$ cat src/rtl/alu_sequencer.sv
`default_nettype none
// ============================================================================
//  Module      : alu_sequencer
//  Description : Multi-cycle command sequencer for the arithmetic datapath.
//                Accepts one operation at a time over a valid/ready request
//                handshake and holds the result on a valid/ready response
//                handshake until it is consumed.
//                  add/sub : one EXEC cycle, two's-complement, overflow flag
//                  mult    : WIDTH-step MSB-first shift-add, unsigned
//                  div/mod : WIDTH-step restoring division, unsigned
//                  B=0 div/mod and reserved commands: result 0, error 1
//  Ports       : clk, rst_n (async active-low)
//                in_valid/in_ready, inputA, inputB, command  - request side
//                out_valid/out_ready, result, error          - response side
//                busy                                        - EXEC/ITER/FINAL
//  Revision    : 1.0  initial release
// ============================================================================
module alu_sequencer #(
    parameter int WIDTH = 16
) (
    input  logic                 clk,
    input  logic                 rst_n,
    input  logic                 in_valid,
    output logic                 in_ready,
    input  logic [WIDTH-1:0]     inputA,
    input  logic [WIDTH-1:0]     inputB,
    input  logic [3:0]           command,
    output logic                 out_valid,
    input  logic                 out_ready,
    output logic [2*WIDTH-1:0]   result,
    output logic                 error,
    output logic                 busy
);

    typedef enum logic [2:0] {
        S_IDLE  = 3'd0,
        S_EXEC  = 3'd1,
        S_ITER  = 3'd2,
        S_FINAL = 3'd3,
        S_DONE  = 3'd4
    } state_t;

    localparam logic [3:0] c_cmd_add  = 4'd1;
    localparam logic [3:0] c_cmd_sub  = 4'd2;
    localparam logic [3:0] c_cmd_mult = 4'd3;
    localparam logic [3:0] c_cmd_div  = 4'd4;
    localparam logic [3:0] c_cmd_mod  = 4'd5;

    // Counter runs 0..WIDTH-1; the last value triggers the move to FINAL.
    localparam logic [4:0] c_last_step = 5'(WIDTH - 1);

    state_t                 r_state;
    logic [WIDTH-1:0]       r_a;        // operand A; dividend/quotient shifter for div/mod
    logic [WIDTH-1:0]       r_b;        // operand B; multiplier shifter for mult
    logic [3:0]             r_cmd;
    logic [4:0]             r_cnt;
    logic [2*WIDTH-1:0]     r_acc;      // product accumulator
    logic [WIDTH-1:0]       r_rem;      // partial remainder
    logic                   r_in_ready;
    logic                   r_out_valid;
    logic                   r_busy;
    logic [2*WIDTH-1:0]     r_result;
    logic                   r_error;

    // ------------------------------------------------------------------
    // Accept-time decode (from live inputs, used only on the accept edge)
    // ------------------------------------------------------------------
    logic w_in_is_divmod;
    logic w_in_iterates;

    assign w_in_is_divmod = (command == c_cmd_div) || (command == c_cmd_mod);
    assign w_in_iterates  = (command == c_cmd_mult) ||
                            (w_in_is_divmod && (inputB != '0));

    // ------------------------------------------------------------------
    // Add/sub: a single adder, subtraction as A + ~B + 1. command[1] is
    // 0 for add and 1 for sub, so it doubles as invert-select and carry-in.
    // Overflow is the carry into the MSB XOR the carry out of the MSB.
    // ------------------------------------------------------------------
    logic                   w_sub;
    logic [WIDTH-1:0]       w_b_opnd;
    logic [WIDTH:0]         w_sum_full;
    logic [WIDTH-1:0]       w_sum_low;
    logic                   w_overflow;
    logic                   w_is_addsub;

    assign w_sub       = r_cmd[1];
    assign w_b_opnd    = w_sub ? ~r_b : r_b;
    assign w_sum_full  = {1'b0, r_a} + {1'b0, w_b_opnd} + {{WIDTH{1'b0}}, w_sub};
    assign w_sum_low   = {1'b0, r_a[WIDTH-2:0]} + {1'b0, w_b_opnd[WIDTH-2:0]}
                         + {{(WIDTH-1){1'b0}}, w_sub};
    assign w_overflow  = w_sum_low[WIDTH-1] ^ w_sum_full[WIDTH];
    assign w_is_addsub = (r_cmd == c_cmd_add) || (r_cmd == c_cmd_sub);

    // ------------------------------------------------------------------
    // Multiply step: MSB-first, so the accumulator doubles each step and
    // A is added when the current multiplier MSB is set.
    // ------------------------------------------------------------------
    logic [2*WIDTH-1:0]     w_mul_next;

    assign w_mul_next = {r_acc[2*WIDTH-2:0], 1'b0}
                        + (r_b[WIDTH-1] ? {{WIDTH{1'b0}}, r_a} : {(2*WIDTH){1'b0}});

    // ------------------------------------------------------------------
    // Restoring divide step: shift the next dividend bit into the partial
    // remainder, trial-subtract B, keep the difference when non-negative.
    // The quotient bit is shifted into the vacated LSB of r_a, so after
    // WIDTH steps r_a holds the quotient.
    // ------------------------------------------------------------------
    logic [WIDTH:0]         w_rem_shift;
    logic [WIDTH:0]         w_rem_diff;
    logic                   w_rem_ge;

    assign w_rem_shift = {r_rem, r_a[WIDTH-1]};
    assign w_rem_diff  = w_rem_shift - {1'b0, r_b};
    assign w_rem_ge    = ~w_rem_diff[WIDTH];

    // ------------------------------------------------------------------
    // Sequencer
    // ------------------------------------------------------------------
    always_ff @(posedge clk or negedge rst_n) begin
        if (!rst_n) begin
            r_state     <= S_IDLE;
            r_a         <= '0;
            r_b         <= '0;
            r_cmd       <= '0;
            r_cnt       <= '0;
            r_acc       <= '0;
            r_rem       <= '0;
            r_in_ready  <= 1'b1;
            r_out_valid <= 1'b0;
            r_busy      <= 1'b0;
            r_result    <= '0;
            r_error     <= 1'b0;
        end else begin
            case (r_state)
                S_IDLE: begin
                    if (in_valid) begin
                        r_a        <= inputA;
                        r_b        <= inputB;
                        r_cmd      <= command;
                        r_cnt      <= '0;
                        r_acc      <= '0;
                        r_rem      <= '0;
                        r_in_ready <= 1'b0;
                        r_busy     <= 1'b1;
                        r_state    <= w_in_iterates ? S_ITER : S_EXEC;
                    end
                end

                S_EXEC: begin
                    // Add/sub produce a sign-extended sum; everything else
                    // that lands here (reserved, divide by zero) is an error.
                    if (w_is_addsub) begin
                        r_result <= {{WIDTH{w_sum_full[WIDTH-1]}}, w_sum_full[WIDTH-1:0]};
                        r_error  <= w_overflow;
                    end else begin
                        r_result <= '0;
                        r_error  <= 1'b1;
                    end
                    r_busy      <= 1'b0;
                    r_out_valid <= 1'b1;
                    r_state     <= S_DONE;
                end

                S_ITER: begin
                    if (r_cmd == c_cmd_mult) begin
                        r_acc <= w_mul_next;
                        r_b   <= {r_b[WIDTH-2:0], 1'b0};
                    end else begin
                        r_rem <= w_rem_ge ? w_rem_diff[WIDTH-1:0] : w_rem_shift[WIDTH-1:0];
                        r_a   <= {r_a[WIDTH-2:0], w_rem_ge};
                    end
                    if (r_cnt == c_last_step) begin
                        r_cnt   <= '0;
                        r_state <= S_FINAL;
                    end else begin
                        r_cnt   <= r_cnt + 5'd1;
                    end
                end

                S_FINAL: begin
                    case (r_cmd)
                        c_cmd_mult: r_result <= r_acc;
                        c_cmd_div:  r_result <= {{WIDTH{1'b0}}, r_a};
                        default:    r_result <= {{WIDTH{1'b0}}, r_rem};
                    endcase
                    r_error     <= 1'b0;
                    r_busy      <= 1'b0;
                    r_out_valid <= 1'b1;
                    r_state     <= S_DONE;
                end

                S_DONE: begin
                    if (out_ready) begin
                        r_out_valid <= 1'b0;
                        r_in_ready  <= 1'b1;
                        r_state     <= S_IDLE;
                    end
                end

                default: begin
                    r_state     <= S_IDLE;
                    r_in_ready  <= 1'b1;
                    r_out_valid <= 1'b0;
                    r_busy      <= 1'b0;
                end
            endcase
        end
    end

    assign in_ready  = r_in_ready;
    assign out_valid = r_out_valid;
    assign busy      = r_busy;
    assign result    = r_result;
    assign error     = r_error;

endmodule
`default_nettype wire

$ cat config.mk
export PLATFORM = sky130hd
export DESIGN_NAME = alu_sequencer
export DESIGN_NICKNAME = d
export VERILOG_FILES = /design/src/rtl/alu_sequencer.sv
export SDC_FILE = /design/constraint.sdc
export NUM_CORES = 1
export LEC_CHECK = 0
export CAP_MARGIN = 20
export CORE_UTILIZATION = 54
export DETAILED_ROUTE_END_ITERATION = 8
export GPL_ROUTABILITY_DRIVEN = 1
export HOLD_SLACK_MARGIN = 0.06
export PLACE_DENSITY = 0.85
export SLEW_MARGIN = 10
export SYNTH_ARGS = -nofsm -noshare
export SYNTH_HDL_FRONTEND = slang
export SYNTH_SLANG_ARGS = --single-unit
$ cat constraint.sdc
create_clock -name clk -period 2.95 [get_ports clk]
set_clock_uncertainty 0.15 [all_clocks]
set_input_delay 0.59 -clock clk [delete_from_list [all_inputs] [get_ports clk]]
set_output_delay 0.59 -clock clk [all_outputs]
set_load 0.05 [all_outputs]
==> results.txt <==
crit-path max FO = 10
vias per cell = 6.334
most frequent cells in the layout = nand2_1 (174), dfrtp_1 (126), o21ai_0 (118)
Post-Synthesis Cells = 1047
commonest non-fill, non-tap cell in the layout = nand2_1
DR iter-0 viols = 804
count of final hold-check violations = 0
worst slew pin tran = 1033 ps
Tcrit/Tclk final = 99.79%
diode count = 0
number of global-route vias before repair = 8283
number of synthesized register bits = 128
GP Congestion = 0.9646
Final min period = 2944 ps
I/O pin count = 76
H-tree lvl count = 4
row count = 46
# clock sinks = 128
CP Data Required Time = 3110 ps
Fmax = 0.3397 GHz
initial antenna violation count = 2
Avg Inst Size Synth = 8.558 um2
TritonCTS clock tree = done
Die ar. = 0.01711 mm2
routed len/inst = 19.72 um
Final Core Density = 69.50%
total core area = 0.01606 mm2
Sum Neg Setup Slack = 0 ps
CP endpoint kind = flop
Synth Cell Area = 0.008960 mm2
Post-synth EDFFs = 0
Yosys Warn Count = 0
routed vias = 8842
# DRC = 0
top_reg_cell synth = dfrtp_1
Post-DRT Antenna Nets = 0
TritonCTS Buffers = 17
Leak = 5.072 nW
drt first pass iters = 6
clk_lat worst skew = 440 ps
Post-Syn Nets = 1137
Post-synth ARST share = 100.0%
Die Y = 130.8 um
Die X = 130.8 um
maximum VDD drop = 0.7211 mV
Seq/Total Area, Yosys = 35.76%
Yosys cell types = 76
fin nets = 1257
Root Driver = clkbuf_16
critical path class = reg2reg
GRT Residual Overflow = 0
PortBufs = 75
# Max-Cap Violations = 0
Total Routed Length = 27530 um
relative slew slack = 30.85%
Worst-path clk slew = 60 ps
Critical Path Start Type = flop
Initial Util = 55.80%
pwr dens = 1361 mW/mm2
fin. max-slew vios = 0
Layout area overhead = 24.55%
status = completed
setup violators final = 0
RSZ-0062 raised after global routing = true
gr usage total = 33.05%
share of layout cells above drive strength 1 = 12.88%
Worst Path Arrival = 3110 ps
clock buffer depth = 2
Filler Cells Inserted = 1229
HP Class = reg2reg
largest net degree at the start of global routing = 42
first-pass GRT wire length = 43190 um
HPWL after DPL = 20010 um
Hold Slack = 323.7 ps
==> worst max-delay path: stages, from the launching register on <==
cell and delay (ps):
dfrtp_1 410, buf_4 180, and2_1 160, ha_1 360, a21o_1 200, a21oi_2 220, a21oi_4 110, or4b_4 540
and2_1 170, xnor2_1 210, o21ai_0 100
==> per-stage QoR <==
step	cells	cell area, um2	setup WS [ps]	power, mW
floorplan	1047	8984	-5.196	9.529
global placement	1352	10330	43.54	12.22
detailed placement	1352	10330	-19.64	12.42
CTS	1386	10930	12.69	14.60
global route	1396	11160	-37.16	16.12
finish	1396	11160	6.126	15.18
==> final timing paths <==
check	from	to	slack, ps	cells after the start
worst min-delay path	result[11]	result[11]	320	2
min in group asynchronous	rst_n	r_acc[11]	530	2
worst max-delay path	r_b[15]	r_acc[13]	6	10
max in group asynchronous	rst_n	result[3]	1460	3
worst max register to register	r_b[15]	r_acc[13]	6	10
worst min register to register	result[11]	result[11]	320	2
==> where the power goes <==
group          leakage, nW  switching (mW)  internal [mW]
registers             1.67           0.645           2.39
logic                 3.13            5.90           4.19
clock network        0.276           0.941           1.12
total                 5.07            7.49           7.70
==> layout make-up <==
cell class              count  area (um2)  share of cell area (%)
multi-input cells         840        5627                   50.42
flip-flops and latches    128        3206                   28.73
repair buffers            151        1380                   12.37
clock buffers              17       425.4                   3.812
well taps                 216       270.3                   2.422
clock inverters            15       142.6                   1.278
inverters                  29       108.9                  0.9754
==> Yosys cell counts, drive strengths merged (4+ instances only) <==
| cell | instances | share of area (%) |
|---|---|---|
| a31oi | 9 | 0.70 |
| ha | 47 | 6.6 |
| xor2 | 34 | 3.3 |
| and2 | 21 | 1.5 |
| clkbuf | 34 | 1.4 |
| o31ai | 5 | 0.42 |
| nand4 | 8 | 0.56 |
| o211ai | 7 | 0.59 |
| a21o | 21 | 1.8 |
| a211oi | 8 | 0.67 |
| a22oi | 10 | 0.84 |
| o21ai | 124 | 6.9 |
| and3 | 13 | 0.91 |
| nor2b | 8 | 0.56 |
| buf | 17 | 1.0 |
| nor3 | 11 | 0.67 |
| a21oi | 66 | 3.9 |
| a221oi | 10 | 0.98 |
| dfrtp | 127 | 35 |
| nor2 | 50 | 2.1 |
| a221o | 11 | 1.2 |
| a22o | 5 | 0.49 |
| nand3 | 32 | 1.8 |
| nor4 | 6 | 0.42 |
| inv | 29 | 1.2 |
| a2bb2oi | 4 | 0.39 |
| mux2i | 46 | 5.1 |
| o21bai | 6 | 0.54 |
| xnor2 | 21 | 2.1 |
| or3 | 7 | 0.49 |
| o21a | 15 | 1.3 |
| a21boi | 4 | 0.34 |
| nand2 | 174 | 7.3 |
==> logic make-up after synthesis <==
logic type               Yosys count  share of synthesized area (%)
adder cells (fa/ha/maj)           50                          7.234
XOR/XNOR                          55                          5.376
buffers and inverters             80                          3.645
AND/OR/NAND/NOR                  352                          18.34
AO/OA/AOI/OAI                    334                          24.22
flip-flops                       128                          35.76
multiplexers                      48                          5.432
==> registers in the layout, summed over array words and instances (netlist names) <==
signal,cells
r_cmd,4
r_cnt,5
r_b,16
in_ready,1
r_a,16
out_valid,1
busy,1
r_rem,16
r_state,3
error,1
result,32
r_acc,32
==> what timing repair did <==
action | CTS | global route
pin swaps | 1 | 13
hold endpoints to repair | 33 | 0
cloned | 0 | 3
setup endpoints to repair | 16 | 52
hold buffers | 1 | 0
resized for setup | 3 | 36
setup buffers | 1 | 6
==> layer usage <==
layer,routed length (um),part of all wire [%],GRT usage [%],vias up
met4,973,3.5,13.73,0
met2,12240,44,49.95,445
met5,0,0,0,-
li1,-,-,-,4055
met3,2411,8.8,8.306,77
met1,11900,43,45.10,4265
Power figures use the tool's default switching activity.
